===== config.mk =====
export PLATFORM = sky130hd
export DESIGN_NAME = spi_slave_core
export DESIGN_NICKNAME = d
export VERILOG_FILES = /design/src/rtl/spi_slave_core.sv
export SDC_FILE = /design/constraint.sdc
export NUM_CORES = 1
export LEC_CHECK = 0
export BUFFER_PORTS_ARGS = -buffer_cell sky130_fd_sc_hd__buf_2
export CORE_MARGIN = 2
export CORE_UTILIZATION = 27
export DETAILED_ROUTE_END_ITERATION = 16
export PLACE_DENSITY = 0.45
export SETUP_SLACK_MARGIN = 0.4
export SLEW_MARGIN = 40
export SYNTH_ARGS = -nofsm -noshare
export SYNTH_HDL_FRONTEND = slang
export SYNTH_SLANG_ARGS = --single-unit
export TNS_END_PERCENT = 10

===== constraint.sdc =====
create_clock -name clk -period 2.95 [get_ports clk]
set_clock_uncertainty 0.15 [all_clocks]
set_input_delay 0.1475 -clock clk [delete_from_list [all_inputs] [get_ports clk]]
set_output_delay 0.1475 -clock clk [all_outputs]
set_load 0.005 [all_outputs]

===== src/rtl/spi_slave_core.sv =====
// spi_slave_core: SPI slave (modes 0-3, MSB/LSB first) with TX holding register and synchronized serial inputs
module spi_slave_core #(
  parameter int DW = 8,
  parameter logic [DW-1:0] TX_IDLE = '1
) (
  input  logic          clk,
  input  logic          rst,
  input  logic          sclk,
  input  logic          ss_n,
  input  logic          mosi,
  output logic          miso,
  output logic          miso_oe,
  input  logic          cpol,
  input  logic          cpha,
  input  logic          lsb_first,
  input  logic [DW-1:0] tx_data,
  input  logic          tx_valid,
  output logic          tx_ready,
  output logic [DW-1:0] rx_data,
  output logic          rx_valid,
  output logic          tx_underrun,
  output logic          abort,
  output logic          busy
);
  localparam int CW = $clog2(DW);
  typedef enum logic {IDLE, XFER} state_t;
  state_t state;
  logic [1:0] sclk_s, ss_s, mosi_s, vld;
  logic sclk_d, ss_d, armed, m_cpol, m_cpha, m_lsb, hold_v, miso_r;
  logic [DW-1:0] hold, tx_sr, rx_sr;
  logic [CW-1:0] cnt;
  logic ss_q, sclk_q, mosi_q, ss_fall, ss_rise, s_rise, s_fall, lead, trail;
  logic smp, shf, last, start, ws, pres, lsb_e, hs;
  logic [DW-1:0] load, src, rx_next;
  always_comb begin
    ss_q = ss_s[1];
    sclk_q = sclk_s[1];
    mosi_q = mosi_s[1];
    ss_fall = ss_d && !ss_q;
    ss_rise = !ss_d && ss_q;
    s_rise = !sclk_d && sclk_q;
    s_fall = sclk_d && !sclk_q;
    lead = m_cpol ? s_fall : s_rise;
    trail = m_cpol ? s_rise : s_fall;
    smp = state == XFER && !ss_rise && (m_cpha ? trail : lead);
    shf = state == XFER && !ss_rise && (m_cpha ? lead : trail);
    last = cnt == CW'(DW - 1);
    start = state == IDLE && ss_fall && armed;
    ws = start || (m_cpha ? smp && last : shf && cnt == '0);
    pres = shf || (start && !cpha);
    lsb_e = start ? lsb_first : m_lsb;
    hs = tx_valid && !hold_v;
    load = hold_v ? hold : TX_IDLE;
    src = ws ? load : tx_sr;
    rx_next = m_lsb ? {mosi_q, rx_sr[DW-1:1]} : {rx_sr[DW-2:0], mosi_q};
    tx_ready = !hold_v;
    miso_oe = !ss_q;
    miso = miso_r && !ss_q;
    busy = state == XFER;
  end
  always_ff @(posedge clk) begin
    if (rst) begin
      sclk_s <= {2{cpol}};
      sclk_d <= cpol;
      ss_s <= 2'b11;
      ss_d <= 1'b1;
      mosi_s <= '0;
      vld <= '0;
      armed <= 1'b0;
      state <= IDLE;
      m_cpol <= 1'b0;
      m_cpha <= 1'b0;
      m_lsb <= 1'b0;
      hold <= '0;
      hold_v <= 1'b0;
      tx_sr <= '0;
      rx_sr <= '0;
      cnt <= '0;
      miso_r <= 1'b0;
      rx_data <= '0;
      rx_valid <= 1'b0;
      tx_underrun <= 1'b0;
      abort <= 1'b0;
    end else begin
      sclk_s <= {sclk_s[0], sclk};
      ss_s <= {ss_s[0], ss_n};
      mosi_s <= {mosi_s[0], mosi};
      sclk_d <= sclk_q;
      ss_d <= ss_q;
      vld <= {vld[0], 1'b1};
      armed <= armed || (vld[1] && ss_q);
      rx_valid <= 1'b0;
      abort <= 1'b0;
      tx_underrun <= ws && !hold_v;
      hold_v <= hs || (hold_v && !ws);
      if (hs) hold <= tx_data;
      if (start) begin
        state <= XFER;
        m_cpol <= cpol;
        m_cpha <= cpha;
        m_lsb <= lsb_first;
        cnt <= '0;
      end
      if (state == XFER && ss_rise) begin
        state <= IDLE;
        abort <= cnt != '0;
        cnt <= '0;
      end
      if (smp) begin
        rx_sr <= rx_next;
        cnt <= last ? '0 : cnt + 1'b1;
        if (last) begin
          rx_data <= rx_next;
          rx_valid <= 1'b1;
        end
      end
      if (pres) begin
        miso_r <= lsb_e ? src[0] : src[DW-1];
        tx_sr <= lsb_e ? src >> 1 : src << 1;
      end else if (ws) begin
        tx_sr <= load;
      end
    end
  end
endmodule

# ---- After elaboration in Yosys (flattened, before gate mapping)
# Cells that the tools add are included.
dict set report totals {
  reg_bits 55
  output_inout_bits 15
  word_cells 84
  in_bits 17
}
dict set report classes {
  bitwise 3
  reduce_logical 37
  mux 20
  addsub 1
  eq_ne 1
}
# op n
set op_table {}
lappend op_table {{$mux 8} 5}
lappend op_table {{$logic_and 1x1->1} 18}
lappend op_table {{$mux 3} 4}
lappend op_table {{$mux 1} 10}
lappend op_table {{$logic_not 1->1} 8}
lappend op_table {{$reduce_bool 3->1} 2}
lappend op_table {{$reduce_or 2->1} 3}
lappend op_table {{$logic_or 1x1->1} 4}
lappend op_table {{$add 3x1->3 const B} 1}
lappend op_table {{$eq 3x3->1 const B} 1}
lappend op_table {{$logic_not 3->1} 1}
lappend op_table {{$not 1->1} 3}
lappend op_table {{$mux 2} 1}
lappend op_table {{$reduce_and 2->1} 1}

# ---- Longest topological paths before layout
# Gate-level depths: netlist of the first run.
dict set report depth {
  ltp_word 11
  mapped_depth 8
  mapped_depth_nobuf 7
}

# ---- Least setup slack after synthesis of the first run
# No wires, ideal clock.
dict set report synth_path {
  path_type {reg-to-reg}
  from {register cnt[0]}
  to {register tx_sr[0]}
  t_required_ns 2.699
  setup_time_ns 0.101
  path_slack_ns 0.848
  period_less_slack_ns 2.102
  arrival_time_ns 1.851
  path_stages_with_launch 9
  n_path_buf 1
  cell_sequence {dfxtp_1 -> ha_1 -> ha_1 -> and2_1 -> o22a_1 -> a21oi_2 -> buf_2 -> nor3_1 -> o41ai_1}
}
dict set report synth_between {
  elab_chain_cells 7
  word_cells_on_any_way 9
  cone_classes {eq/ne (1); mux (4); reduce/logical (4)}
}
# item line_no
set synth_rtl {}
lappend synth_rtl {{start, declared} 31} ;# logic [CW-1:0] cnt;
lappend synth_rtl {{start signal, assigned} 111} ;# cnt <= last ? '0 : cnt + 1'b1;
lappend synth_rtl {{$eq 3x3->1 *} 47} ;# last = cnt == CW'(DW - 1);
lappend synth_rtl {{named net last} 33} ;# logic smp, shf, last, start, ws, pres, lsb_e, hs;
lappend synth_rtl {{$logic_and 1x1->1 *} 49} ;# ws = start || (m_cpha ? smp && last : shf && cnt == '0);
lappend synth_rtl {{$mux 1 *} 49}
lappend synth_rtl {{$logic_or 1x1->1 *} 49}
lappend synth_rtl {{$mux 8 *} -}
lappend synth_rtl {{$mux 8} 119} ;# tx_sr <= lsb_e ? src >> 1 : src << 1;
lappend synth_rtl {{$mux 8 *} 117} ;# if (pres) begin
lappend synth_rtl {{end signal, assigned} 119}
lappend synth_rtl {{end signal, assigned} 121} ;# tx_sr <= load;
lappend synth_rtl {{end, declared} 30} ;# logic [DW-1:0] hold, tx_sr, rx_sr;
# Mark *: on every way through the listed nets, which the timed path passes. The rest lies on a longest branch.
# A chain may end at the register's enable or synchronous reset.

# ---- Worst setup path after layout of the first run
dict set report layout_path {
  from {register ss_s[1]}
  to {register tx_sr[2]}
}
dict set report layout_between {
  elab_chain_cells 10
  word_cells_on_any_way 19
  cone_classes {mux (5); reduce/logical (14)}
}
# item line_no
set layout_rtl {}
lappend layout_rtl {{start, declared} 28} ;# logic [1:0] sclk_s, ss_s, mosi_s, vld;
lappend layout_rtl {{start signal, assigned} 86} ;# ss_s <= {ss_s[0], ss_n};
lappend layout_rtl {{$logic_and 1x1->1} 40} ;# ss_rise = !ss_d && ss_q;
lappend layout_rtl {{$logic_not 1->1} {45, 46}}
lappend layout_rtl {{$logic_and 1x1->1} {45, 46}}
lappend layout_rtl {{$logic_and 1x1->1 (on tied branches)} {46, 45}}
lappend layout_rtl {{$logic_and 1x1->1} 49}
lappend layout_rtl {{$mux 1} 49}
lappend layout_rtl {{$logic_or 1x1->1} 49}
lappend layout_rtl {{$mux 8} -}
lappend layout_rtl {{$mux 8} 119}
lappend layout_rtl {{$mux 8 *} 117}
# Mark *: on every way between the ends. The rest lies on a longest branch, timed or not.

==> summary.md, run 1 <==
| Metric | Value |
|---|---|
| Ant diodes | 0 |
| Flop2flop setup slack | 0.62 ns |
| P_leak | 1.12 nW |
| Worst skew pair latency | 0.31 ns |
| CTS H-tree depth | 2 |
| Top Metal Used | met4 |
| Antenna viol nets, final | 0 |
| First-pass GRT wire length | 9940 microns |
| Max Cap Violations | 0 |
| Hold Worst Slack | 0.110 ns |
| WL/cell | 13.5 microns |
| Reg2Reg Depth | 5 |
| Setup TNS | 0 ns |
| Most frequent cells in the layout | dfxtp_1 (55), buf_2 (31), nand2_1 (28) |
| Cell area after layout | 0.00297 sq mm |
| Final Power | 0.00140 W |
| Total CTS buffers | 5 |
| Slew HR | 0.549 |
| Vias in the first global route | 2100 |
| Clock transition at path regs | 0.10 ns |
| Hold Violations, Final | 0 |
| CP Launch Type | register |
| Crit path kind | register to register |
| Post-CTS Setup Repair Bufs | 0 |
| Most common cell after layout, fill and taps aside | dfxtp_1 |
| Min Tclk post-route | 2.33 ns |
| Nets@finish | 331 |
| Warnings from Yosys | 0 |
| Core Region | 0.00911 sq mm |
| Clk sinks | 55 |
| Pin count of the biggest net entering global routing | 32 |
| Routed vias/inst | 4.87 |
| Routed WL | 5690 microns |
| Layout cells sized above 1 | 0.174 |
| Die area | 0.0100 sq mm |
| Synthesized Nets | 294 |
| DRC violations left | 0 |
| Finish-stage setup viols | 0 |
| Die H | 100 microns |
| Row count | 35 |
| Switching pwr | 0.000327 W |
| Max-slew violations | 0 |
| Worst R2R Start | ss_s[1] |
| Layout overhead on the synthesized area | 19.5% |
| CTS tree | built |
| Global-route usage over all layers | 0.122 |
| Synthesized flop and latch total | 55 |
| R2r endpoint | tx_sr[2] |
| M1 wire length | 2870 microns |
| DR iter-0 viols | 56 |
| CP endpoint | tx_sr[2] |
| GP Congestion | 0.805 |
| Met2 wire length | 2580 microns |
| Post-synthesis sequential area ratio | 0.443 |
| Logic pwr share | 0.088 |
| Ports | 32 |
| Syn Area/Cell | 9.08 sq um |
| Outcome | finished clean |
| Clk buf depth | 2 |
| Total grt overflow | 0 |
| P per Cell Area | 470 mW/mm^2 |
| Crit path arrival time | 2.36 ns |
| Reg power frac | 0.560 |
| Syn Inst Count | 274 |
| Switching Fraction | 0.234 |
| Routed vias | 2054 |
| Crit path from | ss_s[1] |
| Drt pass-1 iters | 4 |
| Dpl hpwl | 4000 microns |
| Met3 WL post-DR | 175 microns |
| Post-synth cell types | 37 |
| CP max FO | 12 |
| Initial antenna violation count | 0 |
| Placed instance area | 0.00274 sq mm |
| Worst setup EP type | register |
| Die Width | 100 microns |
| Req. time, crit path | 2.98 ns |
| HP Start | lsb_first |
| Max VDD drop | 183 uV |
| Unrepaired setup endpoints after global routing | false |
| Initial Util | 0.273 |
| Clk pwr share | 0.352 |
| Port buffer count | 31 |
| Tcrit/Tclk final | 0.791 |
| Synth Cell Area | 0.00249 sq mm |
| Min-delay worst type | input pin to register |
| Worst Max-Slew Pin Slew | 0.677 ns |
| F_max | 0.429 GHz |
| CTS Root Cell | clkbuf_8 |
| P_int | 0.00107 W |
| Filler cell count | 950 |
==> how the worst min path moves through the flow <==
stage	endpoint	slack, ns	cells after the start
floorplan	ss_s[0]	0.10	1
CTS	m_lsb	0.10	3
detailed placement	ss_s[0]	0.19	2
finish	m_lsb	0.11	3
global placement	ss_s[0]	0.19	2
global route	m_lsb	0.14	3
==> cells by family (layout without fill, tap and decap cells) <==
family / count (synthesis) / count (layout) / synth area share
buffers and inverters: 29 / 66 / 0.0468
AOI/OAI and AO/OA: 82 / 82 / 0.229
and+or+nand+nor: 80 / 80 / 0.157
muxes: 24 / 24 / 0.105
adders and majority gates: 3 / 3 / 0.0151
DFF: 55 / 55 / 0.443
xor gates and xnor gates: 1 / 1 / 0.00352
==> synth_stat cells <==
master	number	area, sq um
dfxtp_1	55	1100
nand2_1	28	105
a21oi_1	25	125
nor2_1	23	86.3
a211oi_1	17	128
mux2i_1	16	160
clkbuf_1	13	48.8
o311ai_0	11	96.3
inv_1	10	37.5
o211ai_1	9	67.6
mux2_2	7	78.8
a211o_1	6	52.6
buf_2	6	30.0
nand2b_1	5	31.3
nor2b_1	5	31.3
and2_1	4	25.0
o21ai_0	4	20.0
ha_1	3	37.5
nand3b_1	3	22.5
nor3_1	2	10.0
nor3b_1	2	15.0
o2111ai_1	2	17.5
o22a_1	2	17.5
o22ai_1	2	12.5
or2_2	2	12.5
a21oi_2	1	8.76
a311o_1	1	10.0
a31oi_1	1	6.26
and2b_1	1	7.51
and3_1	1	6.26
and3b_1	1	8.76
and4bb_4	1	16.3
mux2i_4	1	22.5
nand3_1	1	5.00
nor4b_1	1	8.76
o41ai_1	1	8.76
xor2_1	1	8.76
==> what timing repair did <==
item                      4_1_cts  5_1_grt
hold endpoints to repair       15        0
hold buffers                   13        0
resized for setup               0        0
==> per-stage QoR <==
step           instances   util  setup slack (ns)
2_1_floorplan        274      -             0.848
3_3_place_gp         402  0.301             0.650
3_5_place_dp         402  0.301             0.587
4_1_cts              422  0.326             0.601
5_1_grt              422  0.326             0.429
6_report             422  0.326             0.617
==> cell type report <==
cell class	instances	area [sq um]	area share
clock buffers	6	72.6	0.0244
clock inverters	1	30.0	0.0101
inverters	10	37.5	0.0126
multi-input cells	190	1270	0.427
flip-flops and latches	55	1100	0.370
well taps	111	139	0.0467
repair buffers	49	323	0.109
==> flip-flops by register name, summed over array words and instances (netlist names) <==
register	count
abort	1
armed	1
busy	1
cnt	3
hold	8
hold_v	1
m_cpha	1
m_cpol	1
m_lsb	1
miso_r	1
mosi_s	2
rx_data	8
rx_sr	8
rx_valid	1
sclk_d	1
sclk_s	2
ss_d	1
ss_s	2
tx_sr	8
tx_underrun	1
vld	2
==> layer usage <==
metal	up-vias	GRT usage
li1	1077	-
met1	930	0.154
met2	40	0.212
met3	7	0.0230
met4	0	0.0348
met5	-	0
==> power groups by stage <==
stage	combinational [W]	sequential [W]	clock, W
after floorplan	0.0000775	0.000793	0
after global placement	0.000110	0.000800	0
after detailed placement	0.000111	0.000800	0
after CTS	0.000124	0.000783	0.000510
after global routing	0.000139	0.000786	0.000536
final	0.000123	0.000782	0.000492
==> critical path, stage by stage (launching register included) <==
cell and delay (ns):
dfxtp_1 0.37, and4bb_4 0.49, mux2i_4 0.43, mux2_2 0.38
o311ai_0 0.28, a21oi_1 0.11
No activity file was read; power rests on OpenSTA's default activity.
==> inputs of run 2 (changes only) <==
==> constraint.sdc (replaced) <==
create_clock -name clk -period 2.2 [get_ports clk]
set_clock_uncertainty 0.15 [all_clocks]
set_input_delay 0.11 -clock clk [delete_from_list [all_inputs] [get_ports clk]]
set_output_delay 0.11 -clock clk [all_outputs]
set_load 0.005 [all_outputs]
==> summary.md, run 2 (same netlist as run 1, synthesis figures left out) <==
| Metric | Value |
|---|---|
| Hold Violations, Final | 0 (unchanged) |
| Finish-stage setup viols | 0 (unchanged) |
| Routed vias/inst | 4.92 (was 4.87) |
| Row count | 35 (unchanged) |
| Most common cell after layout, fill and taps aside | dfxtp_1 (unchanged) |
| Filler cell count | 930 (was 950) |
| Unrepaired setup endpoints after global routing | true (was false) |
| Req. time, crit path | 2.23 ns (was 2.98 ns) |
| Total grt overflow | 0 (unchanged) |
| Initial Util | 0.273 (unchanged) |
| Outcome | finished clean (unchanged) |
| CP Launch Type | register (unchanged) |
| Slew HR | 0.603 (was 0.549) |
| Crit path kind | register to register (unchanged) |
| Pin count of the biggest net entering global routing | 33 (was 32) |
| CTS tree | built (unchanged) |
| Layout overhead on the synthesized area | 31.6% (was 19.5%) |
| Ant diodes | 0 (unchanged) |
| DR iter-0 viols | 67 (was 56) |
| Routed WL | 6130 microns (was 5690 microns) |
| Drt pass-1 iters | 4 (unchanged) |
| DRC violations left | 0 (unchanged) |
| F_max | 0.485 GHz (was 0.429 GHz) |
| Die area | 0.0100 sq mm (unchanged) |
| Global-route usage over all layers | 0.127 (was 0.122) |
| Tcrit/Tclk final | 0.936 (was 0.791) |
| Min-delay worst type | input pin to register (unchanged) |
| Cell area after layout | 0.00327 sq mm (was 0.00297 sq mm) |
| Die Width | 100 microns (unchanged) |
| Die H | 100 microns (unchanged) |
| P_leak | 1.23 nW (was 1.12 nW) |
| Max VDD drop | 218 uV (was 183 uV) |
| Layout cells sized above 1 | 0.266 (was 0.174) |
| Nets@finish | 347 (was 331) |
| Worst Max-Slew Pin Slew | 0.594 ns (was 0.677 ns) |
| CP max FO | 3 (was 12) |
| Clk sinks | 55 (unchanged) |
| Setup TNS | 0 ns (unchanged) |
| Initial antenna violation count | 0 (unchanged) |
| Antenna viol nets, final | 0 (unchanged) |
| Vias in the first global route | 2105 (was 2100) |
| WL/cell | 14.0 microns (was 13.5 microns) |
| P per Cell Area | 583 mW/mm^2 (was 470 mW/mm^2) |
| Clk buf depth | 2 (unchanged) |
| Routed vias | 2155 (was 2054) |
| Max Cap Violations | 0 (unchanged) |
| Worst setup EP type | register (unchanged) |
| CTS Root Cell | clkbuf_8 (unchanged) |
| Core Region | 0.00911 sq mm (unchanged) |
| Hold Worst Slack | 0.107 ns (was 0.110 ns) |
| GP Congestion | 0.814 (was 0.805) |
| Dpl hpwl | 4050 microns (was 4000 microns) |
| First-pass GRT wire length | 10200 microns (was 9940 microns) |
| FF/Latch Area | 0.00111 sq mm (was 0.00110 sq mm) |
| Total CTS buffers | 5 (unchanged) |
| Port buffer count | 31 (unchanged) |
| Placed instance area | 0.00281 sq mm (was 0.00274 sq mm) |
| Clock transition at path regs | 0.11 ns (was 0.10 ns) |
| Worst skew pair latency | 0.31 ns (about the same) |
| Area of the multi-input gates | 0.00142 sq mm (was 0.00127 sq mm) |
| Ports | 32 (unchanged) |
| Min Tclk post-route | 2.06 ns (was 2.33 ns) |
| Max-slew violations | 0 (unchanged) |
| Most frequent cells in the layout | dfxtp_1 (51), buf_2 (31), nand2_1 (28) (was dfxtp_1 (55), buf_2 (31), nand2_1 (28)) |
| CTS H-tree depth | 2 (unchanged) |
| Crit path arrival time | 2.09 ns (was 2.36 ns) |
-- run 2: critical path: stages, from the launching register on --
cell,delay [ns]
dfxtp_1,0.33
and4bb_4,0.40
mux2i_4,0.27
buf_6,0.12
mux2_4,0.30
o311ai_4,0.27
a21oi_1,0.10
-- run 2: per-layer routing --
layer | wire length (microns) | vias to the layer above | GRT usage | part of all wire
li1 | - | 1099 | - | -
met1 | 2860 | 998 | 0.162 | 0.47
met2 | 2960 | 54 | 0.220 | 0.48
met3 | 263 | 4 | 0.0244 | 0.043
met4 | 54 | 0 | 0.0348 | 0.0088
met5 | 0 | - | 0 | 0
-- run 2: timing repair --
item,4_1_cts,5_1_grt
endpoints found under the hold margin,15,0
setup buffers,9,0
setup endpoints to repair,31,31
hold buffers,13,0
pin swaps,7,3
resized for setup,29,3
gates cloned,1,0
-- run 2: final cells by class --
type / count / share of cell area
multi-input cells: 191 / 0.434
flip-flops and latches: 55 / 0.339
repair buffers: 64 / 0.141
well taps: 111 / 0.0424
clock buffers: 5 / 0.0210
clock inverters: 2 / 0.0115
inverters: 10 / 0.0115
-- run 2: where the power goes --
group	internal, W	switching, W
combinational	0.0000932	0.000105
sequential	0.00102	0.0000239
clock	0.000333	0.000332
total	0.00145	0.000460
-- run 2: final timing paths --
check	from	end	slack [ns]	cells past startpoint
worst min-delay path	lsb_first	tx_sr[7]	0.11	4
worst max register to register	busy	miso_r	0.14	6
worst min register to register	ss_s[0]	ss_s[1]	0.28	1
worst max-delay path	busy	miso_r	0.14	6
-- run 2: per-stage QoR --
stage / total power, W / worst slack [ns] / cells / utilization
finish: 0.00191 / 0.140 / 438 / 0.359
global route: 0.00200 / 0.0846 / 438 / 0.359
CTS: 0.00193 / 0.164 / 438 / 0.357
detailed placement: 0.00123 / 0.0952 / 408 / 0.308
global placement: 0.00123 / 0.0955 / 408 / 0.308
floorplan: 0.00117 / 0.179 / 274 / -
